==> config.mk <==
export PLATFORM = sky130hd
export DESIGN_NAME = id_ex_control
export DESIGN_NICKNAME = d
export VERILOG_FILES = /design/src/rtl/ctrl_pkg.sv /design/src/rtl/instr_decoder.sv /design/src/rtl/id_ex_control.sv
export SDC_FILE = /design/constraint.sdc
export NUM_CORES = 1
export LEC_CHECK = 0
export ABC_AREA = 1
export CORE_ASPECT_RATIO = 1.5
export CORE_MARGIN = 2
export CORE_UTILIZATION = 44
export DETAILED_ROUTE_END_ITERATION = 16
export PLACE_DENSITY = 0.85
export SYNTH_ARGS = -nofsm -noshare
export SYNTH_HDL_FRONTEND = slang
export SYNTH_SLANG_ARGS = --single-unit
==> constraint.sdc <==
create_clock -name clk -period 2.1 [get_ports clk]
set_clock_uncertainty 0.2 [all_clocks]
set_input_delay 0.315 -clock clk [delete_from_list [all_inputs] [get_ports clk]]
set_output_delay 0.315 -clock clk [all_outputs]
set_load 0.02 [all_outputs]
==> src/rtl/ctrl_pkg.sv <==
// Shared encodings and the control bundle for the ID/EX control stage.
package ctrl_pkg;

  // Primary opcodes (instr[31:26]) the decoder accepts.
  localparam logic [5:0] OP_RTYPE = 6'h00;
  localparam logic [5:0] OP_BEQ   = 6'h04;
  localparam logic [5:0] OP_BNE   = 6'h05;
  localparam logic [5:0] OP_ADDI  = 6'h08;
  localparam logic [5:0] OP_ADDIU = 6'h09;
  localparam logic [5:0] OP_ANDI  = 6'h0C;
  localparam logic [5:0] OP_ORI   = 6'h0D;
  localparam logic [5:0] OP_XORI  = 6'h0E;
  localparam logic [5:0] OP_LW    = 6'h23;
  localparam logic [5:0] OP_SW    = 6'h2B;

  // R-type function codes (instr[5:0]) the decoder accepts.
  localparam logic [5:0] FN_MUL  = 6'h18;
  localparam logic [5:0] FN_ADD  = 6'h20;
  localparam logic [5:0] FN_ADDU = 6'h21;
  localparam logic [5:0] FN_SUB  = 6'h22;
  localparam logic [5:0] FN_SUBU = 6'h23;
  localparam logic [5:0] FN_AND  = 6'h24;
  localparam logic [5:0] FN_OR   = 6'h25;
  localparam logic [5:0] FN_XOR  = 6'h26;
  localparam logic [5:0] FN_NOR  = 6'h27;
  localparam logic [5:0] FN_SLT  = 6'h2A;

  // ALU operation encodings carried in the control bundle.
  localparam int unsigned ALU_W = 4;
  localparam logic [ALU_W-1:0] ALU_AND  = 4'b0000;
  localparam logic [ALU_W-1:0] ALU_OR   = 4'b0001;
  localparam logic [ALU_W-1:0] ALU_ADD  = 4'b0010;
  localparam logic [ALU_W-1:0] ALU_SUB  = 4'b0110;
  localparam logic [ALU_W-1:0] ALU_SLT  = 4'b0111;
  localparam logic [ALU_W-1:0] ALU_MUL  = 4'b1000;
  localparam logic [ALU_W-1:0] ALU_NOR  = 4'b1100;
  localparam logic [ALU_W-1:0] ALU_XOR  = 4'b1101;
  localparam logic [ALU_W-1:0] ALU_NONE = 4'b1111;

  // Branch kind encodings.
  localparam logic [1:0] BR_NONE = 2'b00;
  localparam logic [1:0] BR_BEQ  = 2'b01;
  localparam logic [1:0] BR_BNE  = 2'b10;

  // Control half of the ID/EX register.
  typedef struct packed {
    logic             mem_to_reg;
    logic             reg_write;
    logic             mem_write;
    logic             mem_read;
    logic             alu_src;
    logic             reg_dst;
    logic             jump;
    logic [1:0]       branch;
    logic [ALU_W-1:0] alu_ctrl;
  } ctrl_t;

  // A bubble performs no architectural action.
  localparam ctrl_t CTRL_BUBBLE = '{
    mem_to_reg: 1'b0,
    reg_write:  1'b0,
    mem_write:  1'b0,
    mem_read:   1'b0,
    alu_src:    1'b0,
    reg_dst:    1'b0,
    jump:       1'b0,
    branch:     BR_NONE,
    alu_ctrl:   ALU_NONE
  };

  // Multiply sequencer view: BUSY whenever the cycle counter is non-zero.
  typedef enum logic {
    MUL_IDLE = 1'b0,
    MUL_BUSY = 1'b1
  } mul_state_e;

  // rt is read as a source operand only by these opcodes; for the
  // I-type ALU ops and lw it is a destination.
  function automatic logic rt_is_source(input logic [5:0] op);
    return (op == OP_RTYPE) || (op == OP_BEQ) || (op == OP_BNE) || (op == OP_SW);
  endfunction

endpackage

==> src/rtl/instr_decoder.sv <==
// Purely combinational decode of the ID-stage instruction into the
// control bundle, register indices and an unsupported-encoding flag.
module instr_decoder
  import ctrl_pkg::*;
(
  input  logic [31:0] instr_id,
  output ctrl_t       ctrl,
  output logic        illegal,
  output logic        rt_src,
  output logic [4:0]  rs,
  output logic [4:0]  rt,
  output logic [4:0]  rd
);

  logic [5:0] op;
  logic [5:0] funct;
  logic       unused_shamt;

  assign op    = instr_id[31:26];
  assign funct = instr_id[5:0];
  assign rs    = instr_id[25:21];
  assign rt    = instr_id[20:16];
  assign rd    = instr_id[15:11];

  // The shift amount field plays no part in any supported encoding.
  assign unused_shamt = ^instr_id[10:6];

  // Operand-role lookup used by the load-use check.
  assign rt_src = rt_is_source(op);

  // Opcode/funct to control bundle; unknown encodings collapse to a bubble.
  always_comb begin
    ctrl    = CTRL_BUBBLE;
    illegal = 1'b0;
    case (op)
      OP_RTYPE: begin
        ctrl.reg_write = 1'b1;
        ctrl.reg_dst   = 1'b0;
        case (funct)
          FN_ADD, FN_ADDU: ctrl.alu_ctrl = ALU_ADD;
          FN_SUB, FN_SUBU: ctrl.alu_ctrl = ALU_SUB;
          FN_AND:          ctrl.alu_ctrl = ALU_AND;
          FN_OR:           ctrl.alu_ctrl = ALU_OR;
          FN_NOR:          ctrl.alu_ctrl = ALU_NOR;
          FN_XOR:          ctrl.alu_ctrl = ALU_XOR;
          FN_SLT:          ctrl.alu_ctrl = ALU_SLT;
          FN_MUL:          ctrl.alu_ctrl = ALU_MUL;
          default:         illegal       = 1'b1;
        endcase
      end
      OP_BEQ: begin
        ctrl.alu_ctrl = ALU_SUB;
        ctrl.branch   = BR_BEQ;
      end
      OP_BNE: begin
        ctrl.alu_ctrl = ALU_SUB;
        ctrl.branch   = BR_BNE;
      end
      OP_LW: begin
        ctrl.alu_ctrl   = ALU_ADD;
        ctrl.alu_src    = 1'b1;
        ctrl.reg_dst    = 1'b1;
        ctrl.mem_read   = 1'b1;
        ctrl.mem_to_reg = 1'b1;
        ctrl.reg_write  = 1'b1;
      end
      OP_SW: begin
        ctrl.alu_ctrl  = ALU_ADD;
        ctrl.alu_src   = 1'b1;
        ctrl.mem_write = 1'b1;
      end
      OP_ADDI, OP_ADDIU, OP_ANDI, OP_ORI, OP_XORI: begin
        ctrl.alu_src   = 1'b1;
        ctrl.reg_dst   = 1'b1;
        ctrl.reg_write = 1'b1;
        case (op)
          OP_ANDI: ctrl.alu_ctrl = ALU_AND;
          OP_ORI:  ctrl.alu_ctrl = ALU_OR;
          OP_XORI: ctrl.alu_ctrl = ALU_XOR;
          default: ctrl.alu_ctrl = ALU_ADD;
        endcase
      end
      default: illegal = 1'b1;
    endcase
    if (illegal) begin
      ctrl = CTRL_BUBBLE;
    end
  end

endmodule

==> src/rtl/id_ex_control.sv <==
// ID/EX control register with load-use bubble insertion, multi-cycle mul
// sequencing and branch flush.
//
// Flow control: stall=1 means "ID is not accepted this cycle" -- upstream
// must hold PC and IF/ID. ex_hold=1 means "EX content is not complete" --
// downstream must not advance EX. An instruction in ID is consumed on the
// rising edge where stall=0 and flush=0.
module id_ex_control
  import ctrl_pkg::*;
#(
  parameter int ALU_CTRL_W  = 4,
  parameter int MULT_CYCLES = 4
) (
  input  logic                  clk,
  input  logic                  rst_n,
  input  logic [31:0]           instr_id,
  input  logic                  instr_valid,
  input  logic                  flush,
  output logic                  stall,
  output logic                  ex_hold,
  output logic                  ex_valid,
  output logic                  ex_illegal,
  output logic                  ex_mem_to_reg,
  output logic                  ex_reg_write,
  output logic                  ex_mem_write,
  output logic                  ex_mem_read,
  output logic                  ex_alu_src,
  output logic                  ex_reg_dst,
  output logic                  ex_jump,
  output logic [1:0]            ex_branch,
  output logic [ALU_CTRL_W-1:0] ex_alu_ctrl,
  output logic [4:0]            ex_rs,
  output logic [4:0]            ex_rt,
  output logic [4:0]            ex_rd
);

  localparam int MCNT_W = (MULT_CYCLES > 1) ? $clog2(MULT_CYCLES) : 1;
  localparam logic [MCNT_W-1:0] MCNT_LOAD = MCNT_W'(MULT_CYCLES - 1);
  localparam logic [MCNT_W-1:0] MCNT_ONE  = MCNT_W'(1);

  // Decoder outputs
  ctrl_t      dec_ctrl;
  logic       dec_illegal;
  logic       dec_rt_src;
  logic [4:0] dec_rs;
  logic [4:0] dec_rt;
  logic [4:0] dec_rd;

  // ID/EX register state
  ctrl_t             ctrl_q,    ctrl_d;
  logic [4:0]        rs_q,      rs_d;
  logic [4:0]        rt_q,      rt_d;
  logic [4:0]        rd_q,      rd_d;
  logic              valid_q,   valid_d;
  logic              illegal_q, illegal_d;
  logic              hold_q,    hold_d;
  logic [MCNT_W-1:0] mcnt_q,    mcnt_d;

  // Hazard and sequencer observation
  mul_state_e mul_state;
  logic       load_use;

  instr_decoder u_dec (
    .instr_id (instr_id),
    .ctrl     (dec_ctrl),
    .illegal  (dec_illegal),
    .rt_src   (dec_rt_src),
    .rs       (dec_rs),
    .rt       (dec_rt),
    .rd       (dec_rd)
  );

  // Sequencer state derived from the remaining-cycle counter.
  always_comb begin
    mul_state = (mcnt_q != '0) ? MUL_BUSY : MUL_IDLE;
  end

  // Load-use: the load in EX writes a register that ID wants to read.
  always_comb begin
    load_use = 1'b0;
    if (valid_q && ctrl_q.mem_read && (rt_q != 5'd0)) begin
      load_use = (rt_q == dec_rs) || (dec_rt_src && (rt_q == dec_rt));
    end
  end

  assign stall = (mul_state == MUL_BUSY) || load_use;

  // Next ID/EX contents: flush, then mul freeze, then load-use bubble,
  // then idle bubble, then illegal bubble, then the decoded instruction.
  always_comb begin
    ctrl_d    = ctrl_q;
    rs_d      = rs_q;
    rt_d      = rt_q;
    rd_d      = rd_q;
    valid_d   = valid_q;
    illegal_d = illegal_q;
    mcnt_d    = mcnt_q;
    if (flush) begin
      ctrl_d    = CTRL_BUBBLE;
      rs_d      = 5'd0;
      rt_d      = 5'd0;
      rd_d      = 5'd0;
      valid_d   = 1'b0;
      illegal_d = 1'b0;
      mcnt_d    = '0;
    end else if (mul_state == MUL_BUSY) begin
      mcnt_d = mcnt_q - MCNT_ONE;
    end else if (load_use || !instr_valid || dec_illegal) begin
      ctrl_d    = CTRL_BUBBLE;
      rs_d      = 5'd0;
      rt_d      = 5'd0;
      rd_d      = 5'd0;
      valid_d   = 1'b0;
      illegal_d = instr_valid && !load_use && dec_illegal;
    end else begin
      ctrl_d    = dec_ctrl;
      rs_d      = dec_rs;
      rt_d      = dec_rt;
      rd_d      = dec_rd;
      valid_d   = 1'b1;
      illegal_d = 1'b0;
      if (dec_ctrl.alu_ctrl == ALU_MUL) begin
        mcnt_d = MCNT_LOAD;
      end
    end
    hold_d = (mcnt_d != '0);
  end

  // Pipeline register and multiply counter.
  always_ff @(posedge clk or negedge rst_n) begin
    if (!rst_n) begin
      ctrl_q    <= CTRL_BUBBLE;
      rs_q      <= 5'd0;
      rt_q      <= 5'd0;
      rd_q      <= 5'd0;
      valid_q   <= 1'b0;
      illegal_q <= 1'b0;
      hold_q    <= 1'b0;
      mcnt_q    <= '0;
    end else begin
      ctrl_q    <= ctrl_d;
      rs_q      <= rs_d;
      rt_q      <= rt_d;
      rd_q      <= rd_d;
      valid_q   <= valid_d;
      illegal_q <= illegal_d;
      hold_q    <= hold_d;
      mcnt_q    <= mcnt_d;
    end
  end

  assign ex_hold       = hold_q;
  assign ex_valid      = valid_q;
  assign ex_illegal    = illegal_q;
  assign ex_mem_to_reg = ctrl_q.mem_to_reg;
  assign ex_reg_write  = ctrl_q.reg_write;
  assign ex_mem_write  = ctrl_q.mem_write;
  assign ex_mem_read   = ctrl_q.mem_read;
  assign ex_alu_src    = ctrl_q.alu_src;
  assign ex_reg_dst    = ctrl_q.reg_dst;
  assign ex_jump       = ctrl_q.jump;
  assign ex_branch     = ctrl_q.branch;
  assign ex_alu_ctrl   = ALU_CTRL_W'(ctrl_q.alu_ctrl);
  assign ex_rs         = rs_q;
  assign ex_rt         = rt_q;
  assign ex_rd         = rd_q;

endmodule

## Word-level counts from Yosys, hierarchy flattened

Cells that the tools add are included.

| operators by class | value |
|---|---|
| add/subtract/negate cells | 1 |
| $mul | 0 |
| divide/modulo/power cells | 0 |
| order comparisons | 0 |
| equality and inequality tests | 23 |
| shift-type cells | 0 |
| multiplexer cells | 36 |
| bitwise operators | 0 |
| reduce and logical (&&, ||, !) cells | 28 |

Operators by type and width:

| kind | count |
|---|---|
| 6-bit == test, second input constant | 11 |
| 13-bit two-way mux | 4 |
| 5-bit two-way mux | 9 |
| 4-bit one-hot mux with 8 select lines | 1 |
| 6-bit by 4-bit == test with 1-bit output, second input constant | 5 |
| 4-bit one-hot mux with 4 select lines | 1 |
| 1-bit two-way mux | 14 |
| 7-bit OR reduction | 2 |
| 6-bit by 3-bit == test with 1-bit output, second input constant | 2 |
| 4-bit one-hot mux with 3 select lines | 1 |
| 5-bit == test | 2 |
| 10-bit OR reduction | 1 |
| 9-bit OR reduction | 1 |
| 2-bit two-way mux | 4 |
| 2-bit OR reduction | 4 |
| 1-bit logical OR | 7 |
| 6-bit by 5-bit == test with 1-bit output, second input constant | 1 |
| 6-bit logical NOT | 1 |
| 6-bit OR reduction | 1 |
| 1-bit logical AND | 5 |
| 5-bit nonzero test | 1 |
| 5-bit OR reduction | 1 |
| 4-bit == test, second input constant | 1 |
| 2-bit one-hot mux with 2 select lines | 1 |
| other kinds (5) | 7 |

| storage, ports and cells | value |
|---|---|
| register bits after elaboration | 33 |
| bits in latches | 0 |
| RAM bits | 0 |
| ROM bits | 0 |
| input bits | 36 |
| output and inout bits | 32 |
| logic and storage cells | 104 |
| memories | 0 |

## Depth between registers and ports, before layout

Gate-level depths: netlist of the first run.

| depth | value |
|---|---|
| depth after elaboration | 13 |
| depth in mapped cells | 14 |
| mapped depth without buffers | 14 |

## Hierarchy

A second synthesis of the first run with hierarchy kept.

| second synthesis, totals | value |
|---|---|
| cell total of the unflattened synthesis | 291 |
| area, all modules | 2147.1 um^2 |

By module, submodules not included:

| module | times used | cells an instance | area each (um^2) | sequential area each (um^2) |
|---|---|---|---|---|
| id_ex_control | 1 | 191 | 1570.3 | 830.8 |
| instr_decoder | 1 | 100 | 576.8 | 0.0 |

## Worst setup path before layout of the first run

No wires, ideal clock.

| timing | value |
|---|---|
| path kind | flip-flop to flip-flop |
| start | register rt_q[2] (netlist: ex_rt[2]) |
| end | register ctrl_q (netlist bit ex_alu_ctrl[1]) |
| setup time | 0.076 ns |
| arrival time | 1.488 ns |
| data required time | 1.824 ns |
| setup slack | 0.337 ns |
| stages on the path, launching flop included | 12 |
| path buffers | 1 |
| period minus slack after synthesis | 1.763 ns |
| cells stage by stage | dfrtp_1 -> nor3_1 -> nand3_1 -> nand3_1 -> inv_1 -> nand2_2 -> nand2_1 -> nor2_2 -> nand2_2 -> buf_6 -> nor2_1 -> nor2_1 |

| between the ends | value |
|---|---|
| longest elaborated chain between the ends | 9 |
| elaborated cells between the ends (all ways) | 12 |
| classes of those cells | eq/ne: 2; mux: 4; reduce/logical: 6 |

RTL lines:

| item | RTL line | RTL |
|---|---|---|
| from (decl) | id_ex_control.sv:52 | `logic [4:0] rt_q, rt_d;` |
| from (signal assigned) | id_ex_control.sv:143 | `rt_q <= rt_d;` |
| 5-bit == test | id_ex_control.sv:82 | `load_use = (rt_q == dec_rs) \|\| (dec_rt_src && (rt_q == dec_rt));` |
| 1-bit logical AND | id_ex_control.sv:82 |  |
| 1-bit logical OR | id_ex_control.sv:82 |  |
| 1-bit two-way mux (*) | id_ex_control.sv:81 | `if (valid_q && ctrl_q.mem_read && (rt_q != 5'd0)) begin` |
| 1-bit logical OR (*) (2 in a row) | id_ex_control.sv:108 | `end else if (load_use \|\| !instr_valid \|\| dec_illegal) begin` |
| 13-bit two-way mux (*) | id_ex_control.sv:108 |  |
| 13-bit two-way mux (*) | id_ex_control.sv:106 | `end else if (mul_state == MUL_BUSY) begin` |
| 13-bit two-way mux (*) | id_ex_control.sv:98 | `if (flush) begin` |
| to (signal assigned) | id_ex_control.sv:141 | `ctrl_q <= ctrl_d;` |
| to (decl) | id_ex_control.sv:50 | `ctrl_t ctrl_q, ctrl_d;` |

Mark *: on every way between the ends. The rest lies on a longest branch, timed or not. The select of a mux whose other input is x is not followed.
A chain may end at the register's enable or synchronous reset.

## Worst setup path in the final report of the first run

| timing | value |
|---|---|
| start | register rt_q[3] (netlist: ex_rt[3]) |
| end | output stall |

| between the ends | value |
|---|---|
| longest elaborated chain between the ends | 5 |
| elaborated cells between the ends (all ways) | 8 |
| classes of those cells | eq/ne: 2; mux: 1; reduce/logical: 5 |

RTL lines:

| item | RTL line | RTL |
|---|---|---|
| 5-bit == test | id_ex_control.sv:82 |  |
| 1-bit logical AND | id_ex_control.sv:82 |  |
| 1-bit logical OR | id_ex_control.sv:82 |  |
| 1-bit two-way mux (*) | id_ex_control.sv:81 |  |
| 1-bit logical OR (*) | id_ex_control.sv:86 | `assign stall = (mul_state == MUL_BUSY) \|\| load_use;` |
| to (decl) | id_ex_control.sv:19 | `output logic stall,` |

Mark *: on every way between the ends. The rest lies on a longest branch, timed or not.

==> results.toml, run 1 <==
[detailed_routing]
totalWireLength_um = 5170
viasPerCell = 4.92
wl_per_cell_um = 12.6
drc = 0
num_vias = 2024
drtIter0Drc = 35
drt_pass1_iterations = 4
antenna_left = 0

[yosys]
synth_cell_types = 33
ys_ff_latch = 31
synth_warnings = 0
syn_nets = 281
syn_avg_cell_area_um2 = 7.62
yosysSeqAreaShare = 0.418
syn_area_um2 = 1870
synthCells = 245

[run]
drv_cap = 0

[grt]
grt_max_degree = 32
antenna_found_initial = 1
grt_use_total = 0.228
met2_usage = 0.432
grt_pass1_vias = 2079
gr-usage-met1 = 0.232
met3_usage = 0.0388
grt_first_pass_wirelength_um = 8610
grt.busiest_layer = "met2"
grt_remaining_overflow = 0

[placement]
dp_hpwl_um = 3860
gp_congestion = 0.920
post_dp_cell_area_um2 = 2900
portBuffers = 61

[cells_and_area]
final_cell_area_um2 = 3100
multi_input_area_um2 = 946
drive_above_1_share = 0.341
seqCellArea_um2 = 783
nets = 399
syn2layout_area_growth_pct = 66.2
nFillCells = 325

[setup_path]
slowest_delay_ns = 0.45
cp_num_buf_inv = 3
crit_chain = "buf_4 > nor3_2 > nand3_1 > nand3_1 > inv_1 > nand2_2 > nand2_1 > buf_6"
timing.reg2reg.setup_slack_ns = 0.13
cp_max_fo = 5
slowest_stage = "dfrtp_2"
critPathTopFamily = "flip-flops"
crit_top_cell = "nand3_1"
required_ns = 1.58
r2r_cells = 13
worstSetupStartpoint = "ex_rt[3]"
worstReg2RegStart = "ex_rt[4]"
cp.arrival_ns = 1.51
criticalPathCategory = "reg -> out"
worstSetupEndpointType = "output pin"
path_depth = 8
start_kind = "register"

[clocking]
clock_path_buffers = 2
cts_buffers = 5
htreeDepth = 2
clock_latency_ns = 0.29
cts_tree = "yes"
clk_pin_slew_ns = 0.07
clock-sinks = 31
cts-root-buf = "clkbuf_8"
postCtsHoldBufs = 0

[power]
leakagePower_nw = 1.65
total_power_w = 0.00148
peakVddDrop_mv = 0.550
power_density_nw_per_um2 = 476

[die]
die_w_um = 57.2
ioPinCount = 68
core-area_um2 = 4140
num_rows = 29
start_util = 0.451
dieHeight_um = 83.8
dieArea_um2 = 4790

[sta]
finalMaxSlewViolations = 0
finalCritPeriodShare = 0.963
timing.fmax_mhz = 494
hold_violations = 0
fin_crit_ns = 2.02
hold_ws_ns = 0.118
setup_viol = 0

[run_status]
status = "finished, final reports clean"

[min_path]
min-delay-start = "instr_id[16]"
min_path_cells = 3
hold_path_class = "in -> reg"
==> metal layers <==
layer | share of wire | vias to the layer above
met3 | 0.042 | 16
met2 | 0.57 | 66
met5 | 0 | -
li1 | - | 995
met1 | 0.36 | 947
met4 | 0.031 | 0
==> layout make-up <==
class,instances,share of cell area
inverter,31,0.0383
clock inverter,2,0.0113
clock buffer,6,0.0266
sequential,31,0.253
timing repair buffer,117,0.347
antenna,1,0.000807
tap,46,0.0186
multi-input combinational,177,0.305
==> cells by family (layout without fill, tap and decap cells) <==
family,after synthesis,after routing,share of synthesized area
and+or+nand+nor,153,153,0.403
xor gates and xnor gates,6,6,0.0281
AOI/OAI and AO/OA,17,17,0.0583
buffers and inverters,37,156,0.0898
other,1,2,0.00201
DFF,31,31,0.418
==> worst reg2reg max path, cell delays in order (launching register included) <==
cell and delay, ns:
dfrtp_1 0.42, buf_4 0.16, xnor2_1 0.19, nand3_1 0.12
nand2_1 0.09, nand2_2 0.06, buf_4 0.15, nand2_2 0.09
nor2_4 0.04, buf_4 0.13, nand2_1 0.06, nand2_1 0.05
nand2_1 0.07, nand2_1 0.05
==> cell usage in the layout (no fill, tap or decap), types with 2 or more instances in the layout <==
cell type,n
a21oi_1,2
buf_12,2
buf_4,54
clkbuf_8,6
clkdlybuf4s50_1,48
dfrtp_1,25
dfrtp_2,2
dfstp_2,4
dlygate4sd2_1,3
dlymetal6s2s_1,9
inv_1,24
inv_2,5
nand2_1,65
nand2_2,21
nand2_4,2
nand3_1,14
nand3_2,7
nand4_1,3
nor2_1,27
nor2_2,7
nor2_4,3
nor3_2,2
o21ai_0,5
o21ai_2,3
o22ai_1,3
xnor2_1,4
xor2_1,2
==> cell usage after synthesis <==
library cell,instances,area [um2]
a21oi_1,2,10.0
a21oi_2,1,8.76
buf_4,2,15.0
buf_6,1,11.3
buf_8,1,15.0
clkbuf_1,2,7.51
clkinv_1,1,3.75
conb_1,1,3.75
dfrtp_1,27,676
dfstp_2,4,105
inv_1,28,105
inv_2,1,3.75
inv_4,1,6.26
nand2_1,66,248
nand2_2,20,125
nand2_4,2,22.5
nand3_1,16,80.1
nand3_2,5,50.1
nand3_4,1,17.5
nand3b_1,1,7.51
nand4_1,3,18.8
nor2_1,29,109
nor2_2,6,37.5
nor2_4,2,22.5
nor3_1,1,5.00
nor3_2,1,10.0
o211ai_1,1,7.51
o21ai_0,6,30.0
o21ai_2,3,26.3
o22ai_1,3,18.8
o31ai_1,1,7.51
xnor2_1,4,35.0
xor2_1,2,17.5
==> path summary, 6_finish.rpt <==
check,endpoint
max in group asynchronous,ex_alu_ctrl[0]
setup reg to reg,ex_hold
min in group asynchronous,ex_reg_write
setup / recovery,stall
hold / removal,ex_rt[0]
hold reg to reg,ex_rs[3]
==> repair_timing <==
action / in CTS / in global routing
endpoints found under the hold margin: 0 / 0
setup buffers: 3 / 1
cloned: 0 / 0
pin swaps: 2 / 3
setup endpoints to repair: 18 / 31
resized for setup: 9 / 23
==> through the flow <==
step                TNS [ns]  utilization  std cells  setup slack, ns
floorplan                  0            -        245            0.337
detailed placement    -10.17        0.701        398           -0.536
global route        -0.00639        0.750        411         -0.00639
CTS                        0        0.734        409          0.00252
finish                     0        0.750        411           0.0768
global placement       -8.02        0.701        398           -0.466
==> power by group <==
| part | internal [W] | switching (W) |
|---|---|---|
| registers | 0.000605 | 0.00000528 |
| logic | 0.000134 | 0.000121 |
| clock network | 0.000383 | 0.000228 |
| total | 0.00112 | 0.000354 |
No activity file was read; power rests on OpenSTA's default activity.
==> inputs of run 2 (changes only) <==
==> constraint.sdc (replaced) <==
create_clock -name clk -period 2.1 [get_ports clk]
set_clock_uncertainty 0.2 [all_clocks]
set_input_delay 0.63 -clock clk [delete_from_list [all_inputs] [get_ports clk]]
set_output_delay 0.63 -clock clk [all_outputs]
set_load 0.02 [all_outputs]
==> results.toml, run 2 (synthesized netlist as in run 1, its figures left out) <==
[clocking]
cts_buffers = 5
cts_tree = "yes"
clock_path_buffers = 2
clk_pin_slew_ns = 0.07
clock-sinks = 31
htreeDepth = 2
clock_latency_ns = 0.29
cts-root-buf = "clkbuf_8"

[cells_and_area]
syn2layout_area_growth_pct = 85.2
drive_above_1_share = 0.538
final_common_cell = "buf_4"
diodes = 0
final_cell_mix = "73 x buf_4, 54 x nand2_1, 29 x nand2_2"
final_cell_area_um2 = 3460
utilization = 0.836
nets = 425

[setup_path]
worstSetupStartpoint = "instr_id[22]"
cp.arrival_ns = 1.58
endpoint = "stall"
worstSetupEndpointType = "output pin"
r2r_cells = 13
worstReg2RegStart = "ex_rt[3]"
reg2reg_to = "ex_alu_ctrl[0]"
criticalPathCategory = "in -> out"
cp_max_fo = 2
required_ns = 1.27
crit_top_cell = "nand2_2"
start_kind = "primary input"
crit_chain = "clkdlybuf4s15_1 > inv_2 > nand2_1 > a21oi_1 > nand3_1 > nand2_2 > nand2_2 > nand2_4 > buf_6"
timing.reg2reg.setup_slack_ns = -0.03
slowest_stage = "clkdlybuf4s15_1"
slowest_delay_ns = 0.21

[sta]
finalMaxSlewViolations = 0
final.setup.worst_slack_ns = -0.307
finalCritPeriodShare = 1.15
timing.fmax_mhz = 415
setup_viol = 5
hold_ws_ns = 0.280
fin_setup_tns_ns = -0.377
fin_crit_ns = 2.41
rsz0062_at_grt = "yes"
hold_violations = 0

[min_path]
min_path_cells = 2
min-delay-start = "ex_reg_write"
hold_path_class = "reg -> reg"

[grt]
grt_pass1_vias = 2363
grt_first_pass_wirelength_um = 10400
grt_use_total = 0.280
antenna_found_initial = 0
grt_max_degree = 32
grt_remaining_overflow = 0

[die]
dieArea_um2 = 4790
start_util = 0.451
ioPinCount = 68
dieHeight_um = 83.8
die_w_um = 57.2
num_rows = 29
core-area_um2 = 4140

[detailed_routing]
drc = 0
drt_pass1_iterations = 4
num_vias = 2287
antenna_left = 0
totalWireLength_um = 6880
drtIter0Drc = 95
viasPerCell = 5.25
wl_per_cell_um = 15.8

[placement]
post_dp_cell_area_um2 = 2960
dp_hpwl_um = 4110
gp_congestion = 0.892
portBuffers = 61

[power]
peakVddDrop_mv = 0.474
total_power_w = 0.00139
leakagePower_nw = 1.95
power_density_nw_per_um2 = 403

[run]
drv_cap = 0

[run_status]
status = "finished, violations left"
violations = "setup timing"
## run 2: cell types whose count changed in the layout (fill, tap and decap cells not counted), moves of 5 or more
cell | previous run | this run
nor2_4 | 3 | 9
nand2_2 | 21 | 29
nor2_1 | 27 | 14
buf_6 | 1 | 12
clkdlybuf4s50_1 | 48 | 16
nor2_2 | 7 | 14
buf_2 | 0 | 5
clkbuf_2 | 0 | 5
nand2_1 | 65 | 54
inv_1 | 24 | 16
dlygate4sd2_1 | 3 | 11
buf_4 | 54 | 73
inv_2 | 5 | 13
## run 2: layout make-up
| class | instances | area [um2] |
|---|---|---|
| Sequential cell | 31 | 783 |
| Tap cell | 46 | 57.6 |
| Fill cell | 239 | 679 |
| Clock inverter | 3 | 15.0 |
| Multi-Input combinational cell | 178 | 1160 |
| Timing Repair Buffer | 142 | 1250 |
| Inverter | 31 | 121 |
| Clock buffer | 5 | 68.8 |
## run 2: worst max-delay path: cells and delay by family
family,cells,cell delay (ns)
and+or+nand+nor,5,0.44
AOI/OAI and AO/OA,1,0.12
buffers and inverters,3,0.39
## run 2: how the worst min path moves through the flow
stage	to
3_5_place_dp	ex_reg_write
3_3_place_gp	ex_illegal
2_1_floorplan	ex_alu_src
5_1_grt	ex_rd[3]
6_report	ex_reg_write
4_1_cts	ex_reg_write
## run 2: repair_timing
action,CTS,global route
pin swaps,38,37
hold buffers,0,0
setup buffers,23,8
endpoints found under the setup margin,44,42
resized for setup,107,82
cloned,1,0
## run 2: layer usage
layer  vias up  GRT usage  wire length, um
met2       114      0.522             3840
met5         -          0                0
met3        45     0.0543              326
li1       1043          -                -
met4         0      0.161              450
met1      1085      0.273             2270
## run 2: power by group
group          leakage, nW  internal, W  switching, W
logic                 1.49     0.000163      0.000162
clock network       0.0477     0.000226      0.000232
registers            0.414     0.000605    0.00000577
total                 1.95     0.000994      0.000400
## run 2: metrics by stage
step | setup slack [ns] | instances
after floorplan | 0.000726 | 245
after global placement | -1.09 | 404
after detailed placement | -1.12 | 404
after CTS | -0.267 | 435
after global routing | -0.364 | 436
final | -0.307 | 436
==> inputs of run 3 (changes only) <==
--- a/config.mk
+++ b/config.mk
@@ -6,11 +6,14 @@
 export NUM_CORES = 1
 export LEC_CHECK = 0
 export ABC_AREA = 1
+export CELL_PAD_IN_SITES_DETAIL_PLACEMENT = 1
+export CELL_PAD_IN_SITES_GLOBAL_PLACEMENT = 1
 export CORE_ASPECT_RATIO = 1.5
 export CORE_MARGIN = 2
-export CORE_UTILIZATION = 44
+export CORE_UTILIZATION = 31
 export DETAILED_ROUTE_END_ITERATION = 16
 export PLACE_DENSITY = 0.85
+export RECOVER_POWER = 25
 export SYNTH_ARGS = -nofsm -noshare
 export SYNTH_HDL_FRONTEND = slang
 export SYNTH_SLANG_ARGS = --single-unit
==> constraint.sdc (replaced) <==
create_clock -name clk -period 2.6 [get_ports clk]
set_clock_uncertainty 0.2 [all_clocks]
set_input_delay 0.78 -clock clk [delete_from_list [all_inputs] [get_ports clk]]
set_output_delay 0.78 -clock clk [all_outputs]
set_load 0.02 [all_outputs]
==> results.toml, run 3 (synthesized netlist as in run 1, its figures left out) <==
[setup_path]
crit_top_cell = "nand2_2"
criticalPathCategory = "in -> out"
cp_num_buf_inv = 2
timing.reg2reg.setup_slack_ns = 0.37
critPathTopFamily = "buffers and inverters"
required_ns = 1.62
worstSetupEndpointType = "output pin"
cp_max_fo = 2
slowest_delay_ns = 0.28
slowest_stage = "dlygate4sd2_1"
r2r_cells = 11
cp.arrival_ns = 1.67
reg2reg_to = "ex_rt[4]"
worstReg2RegStart = "ex_rt[2]"
crit_chain = "dlygate4sd2_1 > xnor2_2 > nand3_1 > nand2_1 > nand2_2 > nand2_2 > buf_6"
start_kind = "primary input"

[placement]
dpl_worst_slack_ns = -0.955
gp_congestion = 0.811
portBuffers = 61
post-place-cells = 420
dp_hpwl_um = 4560

[die]
die_w_um = 67.4
core-area_um2 = 5830
start_util = 0.320
num_rows = 34
dieHeight_um = 99.0
dieArea_um2 = 6670
ioPinCount = 68

[cells_and_area]
seqCellArea_um2 = 781
nets = 426
drive_above_1_share = 0.460
multi_input_area_um2 = 1040
diodes = 0
final_cell_mix = "81 x buf_4, 58 x nand2_1, 42 x clkdlybuf4s50_1"
final_common_cell = "buf_4"
final_cells = 463
syn2layout_area_growth_pct = 78.8
nFillCells = 720

[clocking]
htreeDepth = 2
clock_latency_ns = 0.29
clock-sinks = 31
cts-root-buf = "clkbuf_8"
cts_buffers = 5
clk_pin_slew_ns = 0.06
cts_tree = "yes"
clock_path_buffers = 2

[grt]
grt_max_degree = 32
grt_pass1_vias = 2463
antenna_found_initial = 0
grt_first_pass_wirelength_um = 11700
grt_use_total = 0.236
grt_remaining_overflow = 0

[sta]
finalCritPeriodShare = 1.02
rsz0062_at_grt = "yes"
finalMaxSlewViolations = 0
setup_viol = 1
worst_slew_pin_slew_ns = 0.792
final.setup.worst_slack_ns = -0.0478
fin_crit_ns = 2.65
fin_setup_tns_ns = -0.0478
timing.fmax_mhz = 378
max_slew_margin = 0.472
hold_violations = 0

[min_path]
holdPathEnd = "ex_branch[0]"
hold_path_class = "reg -> reg"
min_path_cells = 2
min-delay-start = "ex_branch[0]"

[power]
internal-power_w = 0.000842
peakVddDrop_mv = 0.187
p_sw_w = 0.000309
comb_power_share = 0.229
swShare = 0.269
power_density_nw_per_um2 = 345
seq_power_share = 0.429
leakagePower_nw = 1.72
power.share.clock = 0.342

[detailed_routing]
drc = 0
drt_pass1_iterations = 4
drtIter0Drc = 86
antenna_left = 0
wl_per_cell_um = 16.3
totalWireLength_um = 7530
viasPerCell = 4.78
num_vias = 2212

[run_status]
status = "finished, violations left"
violations = "setup timing"

[run]
drv_cap = 0
-- run 3: changes by cell type in the layout (fill, tap and decap cells not counted), sizes merged --
cell / previous run / this run
buf: 93 / 95
clkdlybuf4s15: 4 / 0
clkdlybuf4s50: 16 / 42
clkinv: 3 / 2
dlygate4sd2: 11 / 1
dlygate4sd3: 0 / 1
dlymetal6s2s: 12 / 1
inv: 31 / 30
nand2: 89 / 88
-- run 3: how the worst max path moves through the flow --
stage | from | to | slack (ns) | cells after the start
floorplan | instr_id[30] | stall | 0.13 | 7
global placement | instr_id[29] | stall | -0.93 | 9
detailed placement | instr_id[29] | stall | -0.96 | 9
CTS | instr_id[26] | stall | -0.08 | 9
global route | instr_id[31] | stall | -0.15 | 10
finish | instr_id[25] | stall | -0.05 | 7
-- run 3: metrics by stage --
| step | cell area [um2] | total power [W] | utilization | hold slack [ns] |
|---|---|---|---|---|
| after detailed placement | 2890 | 0.000705 | 0.496 | 0.268 |
| after floorplan | 1870 | 0.000573 | - | 0.284 |
| final | 3340 | 0.00115 | 0.573 | 0.286 |
| after global placement | 2890 | 0.000699 | 0.496 | 0.262 |
| after global routing | 3340 | 0.00120 | 0.573 | 0.322 |
| after CTS | 3210 | 0.00113 | 0.550 | 0.294 |
-- run 3: area by class of cell --
class	count	area share
timing repair buffer	144	0.365
multi-input combinational	177	0.311
sequential	31	0.234
inverter	31	0.0356
tap	72	0.0270
clock buffer	7	0.0259
clock inverter	1	0.00150
-- run 3: power by group through the flow --
stage	Clock, W	Sequential [W]	Combinational, W
2_1_floorplan	0	0.000508	0.0000648
5_1_grt	0.000425	0.000494	0.000282
6_report	0.000394	0.000494	0.000263
3_5_place_dp	0	0.000502	0.000204
3_3_place_gp	0	0.000501	0.000198
4_1_cts	0.000398	0.000493	0.000235
-- run 3: tightest hold or removal path: stages, from the launching register on --
cell     delay, ns
dfrtp_1       0.35
nand2_1       0.05
o21ai_0       0.05
-- run 3: timing repair --
action                                  CTS  global route
endpoints found under the setup margin   25             9
pin swaps                                19            23
buffers inserted                         33             3
endpoints found under the hold margin     0             0
resized for setup                        76            36
gates cloned                              0             0
hold buffers                              0             0
-- run 3: routing by layer --
layer	wire [um]	track usage	part of all wire
met5	0	0	0
met4	295	0.107	0.039
met3	250	0.0365	0.033
met2	4380	0.458	0.58
met1	2610	0.233	0.35
